--- src/rtl/stream_window_loader.sv ---
// ============================================================================
// stream_window_loader : NxN sliding-window extractor over a raster pixel stream
// rev 1.0
// ============================================================================
`default_nettype none

module stream_window_loader #(
   parameter  int IMAGE_WIDTH  = 5,
   parameter  int IMAGE_HEIGHT = 5,
   parameter  int N            = 3,
   parameter  int CHANNELS     = 1,
   parameter  int DATA_W       = 8,
   parameter  int STRIDE       = 1,
   localparam int PIX_W        = CHANNELS * DATA_W,
   localparam int WIN_W        = N * N * PIX_W,
   localparam int ROW_W        = (IMAGE_HEIGHT > 1) ? $clog2(IMAGE_HEIGHT) : 1,
   localparam int COL_W        = (IMAGE_WIDTH  > 1) ? $clog2(IMAGE_WIDTH)  : 1
) (
   input  logic             clk,
   input  logic             rst,
   input  logic             s_valid,
   output logic             s_ready,
   input  logic [PIX_W-1:0] s_data,
   output logic             m_valid,
   input  logic             m_ready,
   output logic [WIN_W-1:0] m_window,
   output logic [ROW_W-1:0] m_row,
   output logic [COL_W-1:0] m_col,
   output logic             frame_done
);

   localparam int NL     = N - 1;
   localparam int SLOT_W = (NL > 1) ? $clog2(NL) : 1;
   localparam int PH_W   = (STRIDE > 1) ? $clog2(STRIDE) : 1;

   localparam logic [ROW_W-1:0]  ROW_LAST  = ROW_W'(IMAGE_HEIGHT - 1);
   localparam logic [ROW_W-1:0]  ROW_FIRST = ROW_W'(N - 1);
   localparam logic [COL_W-1:0]  COL_LAST  = COL_W'(IMAGE_WIDTH - 1);
   localparam logic [COL_W-1:0]  COL_FIRST = COL_W'(N - 1);
   localparam logic [SLOT_W-1:0] SLOT_LAST = SLOT_W'(NL - 1);
   localparam logic [PH_W-1:0]   PH_LAST   = PH_W'(STRIDE - 1);

   typedef logic [PIX_W-1:0] pix_t;

   logic [ROW_W-1:0]  row_q, row_d;
   logic [COL_W-1:0]  col_q, col_d;
   logic [SLOT_W-1:0] slot_q, slot_d;
   logic [PH_W-1:0]   row_ph_q, row_ph_d;
   logic [PH_W-1:0]   col_ph_q, col_ph_d;
   logic              frame_done_q, frame_done_d;
   logic              m_valid_q, m_valid_d;
   logic [WIN_W-1:0]  m_window_q, m_window_d;
   logic [ROW_W-1:0]  m_row_q, m_row_d;
   logic [COL_W-1:0]  m_col_q, m_col_d;
   logic [WIN_W-1:0]  win_q, win_d;

   pix_t              lb_mem [NL][IMAGE_WIDTH];
   pix_t              col_pix [N];
   logic [SLOT_W:0]   rd_slot [NL];
   logic              accept;
   logic              win_hit;

   assign s_ready = !m_valid_q || m_ready;
   assign accept  = s_valid && s_ready;

   // Current row r lives in slot r mod (N-1); the older rows sit in the slots behind it.
   always_comb begin
      for (int k = 0; k < NL; k++) begin
         rd_slot[k] = {1'b0, slot_q} + (SLOT_W+1)'(NL - 1 - k);
         if (rd_slot[k] >= (SLOT_W+1)'(NL)) begin
            rd_slot[k] = rd_slot[k] - (SLOT_W+1)'(NL);
         end
         col_pix[NL-1-k] = lb_mem[rd_slot[k][SLOT_W-1:0]][col_q];
      end
      col_pix[N-1] = s_data;
   end

   always_comb begin
      win_d = win_q;
      if (accept) begin
         for (int i = 0; i < N; i++) begin
            for (int j = 0; j < N - 1; j++) begin
               win_d[(i*N+j)*PIX_W +: PIX_W] = win_q[(i*N+j+1)*PIX_W +: PIX_W];
            end
            win_d[(i*N+N-1)*PIX_W +: PIX_W] = col_pix[i];
         end
      end
   end

   // Stale rows from a previous frame are never emitted: the row gate needs N-1 fresh rows first.
   assign win_hit = accept && (row_q >= ROW_FIRST) && (col_q >= COL_FIRST) &&
                    (row_ph_q == '0) && (col_ph_q == '0);

   always_comb begin
      row_d        = row_q;
      col_d        = col_q;
      slot_d       = slot_q;
      row_ph_d     = row_ph_q;
      col_ph_d     = col_ph_q;
      frame_done_d = 1'b0;
      m_valid_d    = m_valid_q;
      m_window_d   = m_window_q;
      m_row_d      = m_row_q;
      m_col_d      = m_col_q;

      if (accept) begin
         if (col_q == COL_LAST) begin
            col_d    = '0;
            col_ph_d = '0;
            if (row_q == ROW_LAST) begin
               row_d        = '0;
               row_ph_d     = '0;
               slot_d       = '0;
               frame_done_d = 1'b1;
            end else begin
               row_d  = row_q + 1'b1;
               slot_d = (slot_q == SLOT_LAST) ? '0 : slot_q + 1'b1;
               if (row_q >= ROW_FIRST) begin
                  row_ph_d = (row_ph_q == PH_LAST) ? '0 : row_ph_q + 1'b1;
               end else begin
                  row_ph_d = '0;
               end
            end
         end else begin
            col_d = col_q + 1'b1;
            if (col_q >= COL_FIRST) begin
               col_ph_d = (col_ph_q == PH_LAST) ? '0 : col_ph_q + 1'b1;
            end else begin
               col_ph_d = '0;
            end
         end
      end

      if (win_hit) begin
         m_valid_d  = 1'b1;
         m_window_d = win_d;
         m_row_d    = row_q - ROW_FIRST;
         m_col_d    = col_q - COL_FIRST;
      end else if (m_ready) begin
         m_valid_d  = 1'b0;
      end
   end

   always_ff @(posedge clk) begin
      if (rst) begin
         row_q        <= '0;
         col_q        <= '0;
         slot_q       <= '0;
         row_ph_q     <= '0;
         col_ph_q     <= '0;
         frame_done_q <= 1'b0;
         m_valid_q    <= 1'b0;
         m_window_q   <= '0;
         m_row_q      <= '0;
         m_col_q      <= '0;
      end else begin
         row_q        <= row_d;
         col_q        <= col_d;
         slot_q       <= slot_d;
         row_ph_q     <= row_ph_d;
         col_ph_q     <= col_ph_d;
         frame_done_q <= frame_done_d;
         m_valid_q    <= m_valid_d;
         m_window_q   <= m_window_d;
         m_row_q      <= m_row_d;
         m_col_q      <= m_col_d;
      end
   end

   always_ff @(posedge clk) begin
      win_q <= win_d;
      if (accept) begin
         lb_mem[slot_q][col_q] <= s_data;
      end
   end

   assign m_valid    = m_valid_q;
   assign m_window   = m_window_q;
   assign m_row      = m_row_q;
   assign m_col      = m_col_q;
   assign frame_done = frame_done_q;

endmodule

`default_nettype wire

--- config.mk ---
export PLATFORM = sky130hd
export DESIGN_NAME = stream_window_loader
export DESIGN_NICKNAME = d
export VERILOG_FILES = /design/src/rtl/stream_window_loader.sv
export SDC_FILE = /design/constraint.sdc
export NUM_CORES = 1
export LEC_CHECK = 0
export CORE_MARGIN = 2
export CORE_UTILIZATION = 51
export DETAILED_ROUTE_END_ITERATION = 7
export GPL_TIMING_DRIVEN = 0
export PLACE_DENSITY = 0.82
export SLEW_MARGIN = 40
export SYNTH_ARGS = -nofsm -noshare
export SYNTH_HDL_FRONTEND = slang
export SYNTH_SLANG_ARGS = --single-unit
--- constraint.sdc ---
create_clock -name clk -period 2.1 [get_ports clk]
set_input_delay 0.21 -clock clk [delete_from_list [all_inputs] [get_ports clk]]
set_output_delay 0.21 -clock clk [all_outputs]
set_load 0.02 [all_outputs]
* Word-level counts from Yosys, hierarchy flattened
Memories as Yosys holds them, arrays and structs flattened.
Cells that the tools add are included.
** Word-level totals
- Word-level logic and storage cells :: 72
- Input port bits :: 12
- Bits in read-only memories :: 0
- Flip-flop bits (word level) :: 161
- Memory bits (writable) :: 80
- Latch bits :: 0
- Output and inout port bits :: 81
- Memories kept :: 1
** Memories
- lb_mem :: words 2, bits a word 40, rd ports 2, clocked after Yosys merged registers in 0, write ports 1, line 57 : pix_t lb_mem [NL][IMAGE_WIDTH];
** Cells by class
- Multipliers :: 0
- Mux-type cells :: 26
- Equal/unequal tests :: 2
- Magnitude comparators :: 6
- Shifts and indexed selects :: 0
- Bitwise logic cells :: 5
- Add/subtract/negate cells :: 10
- Reductions and logical operators :: 11
- Divide/modulo/power cells :: 0
** Operators by type and width (number)
- $mux 72 :: 1
- $bmux 8 s3 :: 2
- $mux 40 :: 1
- $mux 8 :: 5
- $demux 8 s3 :: 1
- $mux 1 :: 14
- $add 3x1->3 const B :: 2
- $eq 3x3->1 const B :: 2
- $ge 3x2->1 const B :: 2
- $logic_and 1x1->1 :: 6
- $mux 3 :: 2
- $sub 3x2->3 const B :: 2
- $ge 4x4->1 const B :: 1
- $lt 4x1->1 const B :: 1
- $not 1->1 :: 4
- $not 3->4 :: 1
- $add 1x1->1 const B :: 3
- $reduce_or 3->1 :: 1
- $add 1x1->2 const B :: 1
- $ge 1x2->1 const B :: 1
- $ge 2x2->1 const B :: 1
- $reduce_and 2->1 :: 1
- $reduce_bool 2->1 :: 1
- $sub 1x1->1 const B :: 2
- other kinds (2) :: 2

* Depth between registers and ports, before layout
- Depth after elaboration :: 8
- Gate-level depth with buffers :: 11
- Gate-level depth less buffers :: 6

* Worst setup path after synthesis
Ideal clock, no wire load.
- Path kind :: flip-flop to flip-flop
- Start point :: register m_valid_q, in the netlist m_valid
- End point :: memory lb_mem[0][16] (netlist name) (enable)
- Stages on the path, launching flop included :: 9
- Path slack :: -0.241 ns
- Setup time :: 0.383 ns
- Required time :: 1.717 ns
- Arrival time :: 1.958 ns
- Path buffers :: 4
- Period minus slack after synthesis :: 2.341 ns
- Cells stage by stage :: dfxtp_1 > nand2b_1 > buf_2 > and2_0 > clkbuf_1 > buf_2 > buf_2 > nand2_1 > nor3_1
** Between the ends
- Cells in the longest elaborated chain, start to end :: 5
** Ends and longest elaborated chain
- start: declaration :: line 51 : logic m_valid_q, m_valid_d;
- start signal: assignment :: line 163 : m_valid_q <= m_valid_d;
- $logic_not 1->1 :: line 63 : assign s_ready = !m_valid_q || m_ready;
- $logic_or 1x1->1 :: line 63
- net s_ready :: line 22 : output logic s_ready,
- $logic_and 1x1->1 :: line 64 : assign accept = s_valid && s_ready;
- $mux 1 :: line 172 : if (accept) begin
- $mux 40 (implied by the code) :: line 173 : lb_mem[slot_q][col_q] <= s_data;
- end: declaration :: line 57
The timed path passes the listed nets, and every way through them passes these cells.

* Worst setup path in the final report
- Start point :: register m_valid_q, in the netlist m_valid
- End point :: register m_window_q[23], in the netlist m_window[23]
** Between the ends
- Cells in the longest elaborated chain, start to end :: 7
- Elaborated cells on any way between the ends :: 8
- Those cells by class :: 1 x mux; 7 x reduce/logical
** Ends and longest elaborated chain
- $logic_not 1->1 * :: line 63
- $logic_or 1x1->1 * :: line 63
- $logic_and 1x1->1 * :: line 64
- $logic_and 1x1->1 (3 in series) :: line 91 : assign win_hit = accept && (row_q >= ROW_FIRST) && (col_q >= COL_FIRST) &&
- $logic_and 1x1->1 :: line 92 : (row_ph_q == '0) && (col_ph_q == '0);
- end signal: assignment :: line 164 : m_window_q <= m_window_d;
- end: declaration :: line 52 : logic [WIN_W-1:0] m_window_q, m_window_d;
Every way passes the cells marked *; elsewhere a longest branch is shown, timed or not.
A chain may end at the register's enable or synchronous reset.

==> metrics <==
ys async rst share 0; clock buffer depth 3; share of cells above drive strength 1 0.163; worst reg2reg path startpoint m_valid; multi-input combinational cell area between 3000 and 4000 µm²; logic gate share of total power 0.071; crit path kind reg -> reg; Setup Viol. Count Final 0; H-tree depth 1; most frequent cells after synthesis 136 x dfxtp_1, 116 x nor3_1, 109 x nand2_1; maxcap violations 0; CTS tree built; Finished Core Util 0.657; Die ar. 18600 µm²; unrepaired setup endpoints after global routing yes; mean routed wirelength per cell ~20 µm; WHS Path Cells 3; Rows 48; Post-Syn Instances 840; Yosys top cell area share 0.305; synth top area cells dfxtp_1 31%, edfxtp_1 27%, nor3_1 6.5%; post-synthesis adder-cell area fraction 0.0140; Synth Area in Simple Gates 0.162; status finished clean; vias per inst approximately 6; DP HPWL 16.0 mm; Worst-path clk slew roughly 0.06 ns; Syn Nets approximately 860; Netlist cell types 34; initial cell density of the core 0.519; Internal Pwr Total around 0.0069 W; pin count of the biggest net entering global routing 14; Net Sw Power around 0.0021 W; DR pass1 iterations 5; Setup Skew 0.0118 ns; hold wc startpoint rst; R2R depth 6; final net count between 900 and 1k; Non-Filler Instances 1211; Seq pwr share 0.511; # DRC 0; Yosys top cell by area dfxtp_1; drt total wl around 24 mm; Area growth syn-to-layout 26.6%; vias about 7.1k; Inserted Clock Buffers 23; DR iter-0 viols 749; Layout fillers 1313; most common flop cell mapped by yosys dfxtp_1; core area roughly 17000 µm²; Clk pwr share 0.418; P per Cell Area around 800 nW/µm²; Static Leakage slightly below 4 nW; Num Clock Sinks about 220; compound-cell area share of the yosys netlist 0.104; worst-path fanout max 10; Critical Path RT roughly 2.5 ns; post-synthesis sequential area ratio 0.575; Hold Crit Class in -> reg; all-layer global routing usage 0.254; Max Fclk approximately 480 MHz; FF-to-FF setup slack between 0.007 and 0.008 ns; first-pass GRT wire length ~36 mm; initial antenna violation count 0; Startpoint Class register; worst-skew pair later-pin latency 0.51 ns; Net Sw Frac 0.236; VDD IR max between 0.6 and 0.7 mV; Max Slew Vio Count 0; slew margin rel. 0.539; Post-DRT Antenna Nets 0; Clock Root Buffer clkbuf_16; main combinational cell family by area after synthesis simple AND/OR/NAND/NOR gates; Ys Warns 0; syn_area_per_cell 10.6 µm²; number of flops mapped to enable cells by yosys 80; hold_buf cts 0; r2r endpoint m_window[23]; Yosys reg bits between 200 and 250; arrival time at the worst endpoint 2.46 ns; Worst Hold Endpoint m_window[51]; grt ovf 0; Final Hold Viols 0; vias in the first global route between 6k and 7k; I/O pin total slightly above 90; RD Place Congestion 0.905; min Tclk post-route about 2.1 ns; most common cell in the netlist dfxtp_1; Die Y between 100 and 150 µm; final worst-path cycle share 0.997; worst-margin pin slew a little under 0.7 ns; Post-Place Cells approximately 1.2k; post-synthesis xor/xnor area fraction 0; # diodes 0; # port buffers 91; critical path endpoint category register; chip width around 140 µm; area of the mapped netlist between 8000 and 9000 µm²; mux cell area share after synthesis 0.0962; flip-flop and latch area 5130 µm²
[power by group through the flow]
stage | Combinational, W | Sequential (W) | Clock [W]
floorplan | 0.000352 | 0.00465 | 0
global placement | 0.000518 | 0.00468 | 0
detailed placement | 0.000534 | 0.00468 | 0
CTS | 0.000580 | 0.00459 | 0.00375
global route | 0.000684 | 0.00461 | 0.00393
finish | 0.000642 | 0.00460 | 0.00376
[kinds of logic after synthesis]
| kind of cell | after synthesis |
|---|---|
| and+or+nand+nor | 319 |
| DFF | 216 |
| AOI/OAI and AO/OA | 143 |
| buffers and inverters | 87 |
| muxes | 65 |
| adders and majority gates | 10 |
[how the worst max path moves through the flow]
stage | startpoint | endpoint | slack [ns]
after global routing | col_q[1] | m_window[8] | -0.04
after CTS | col_q[1] | m_window[9] | 0.005
after global placement | m_ready | lb_mem[0][36] | -1.31
final | m_valid | m_window[23] | 0.007
after detailed placement | m_ready | lb_mem[1][32] | -0.90
after floorplan | m_valid | lb_mem[0][16] | -0.24
[critical path, cell delays in order, from the launching register on]
cell      delay [ns]
dfxtp_1         0.31
nand2b_1        0.06
buf_2           0.15
nand2_1         0.34
clkbuf_1        0.40
a211oi_1        0.53
a211oi_1        0.14
[flip-flops by register name (all words and copies together) (netlist names), named ones only]
| signal | cells |
|---|---|
| m_window | 72 |
| col_q | 3 |
| m_valid | 1 |
| lb_mem | 80 |
| slot_q | 1 |
| m_row | 3 |
| row_q | 3 |
| frame_done | 1 |
| m_col | 3 |
| win_q | 48 |
[routing by layer]
metal	wire (µm)	track usage
met2	11500	0.414
met3	2300	0.0537
met5	0	0
met1	9500	0.338
met4	688	0.0833
[placed cells by master, fill, tap and decap left out, types with 7 or more instances in the layout]
cell / netlist / routed
dfxtp_1: 136 / 133
clkdlybuf4s50_1: 0 / 91
a221oi_1: 12 / 10
buf_12: 2 / 8
nor3_1: 116 / 112
buf_4: 2 / 18
mux2i_1: 49 / 49
a211oi_2: 8 / 16
clkbuf_2: 0 / 8
mux4_2: 14 / 14
clkbuf_16: 0 / 23
buf_2: 25 / 18
a21oi_1: 85 / 84
a211oi_1: 26 / 18
buf_6: 5 / 9
nor2_1: 59 / 51
clkbuf_1: 39 / 33
nor2_4: 0 / 8
ha_1: 10 / 9
nand2b_1: 16 / 16
edfxtp_1: 80 / 80
nand3_1: 7 / 7
nand2_1: 109 / 107
[final cells by class]
type	instances	area share
Sequential cell	216	0.455
Timing Repair Buffer	107	0.0958
Multi-Input combinational cell	537	0.316
Tap cell	225	0.0249
Clock inverter	5	0.00266
Clock buffer	34	0.0584
Inverter	8	0.00288
Buffer	79	0.0450
[through the flow]
stage	area [µm²]	TNS [ns]	hold WS (ns)	power, W	worst slack, ns
after floorplan	8930	-5.96	0.309	0.00500	-0.241
after global placement	10100	-106.87	0.433	0.00520	-1.31
after detailed placement	10100	-107.69	0.435	0.00522	-0.896
after CTS	11100	0	0.421	0.00893	0.00455
after global routing	11300	-0.330	0.451	0.00923	-0.0445
final	11300	0	0.430	0.00900	0.00710
[what timing repair did]
action                                  in CTS  in global routing
endpoints found under the setup margin     169                164
pin swaps                                    6                  3
cloned                                       0                  0
buffers inserted                             5                 11
gates resized for setup                     60                 34
(Power assumes the default switching activity.)
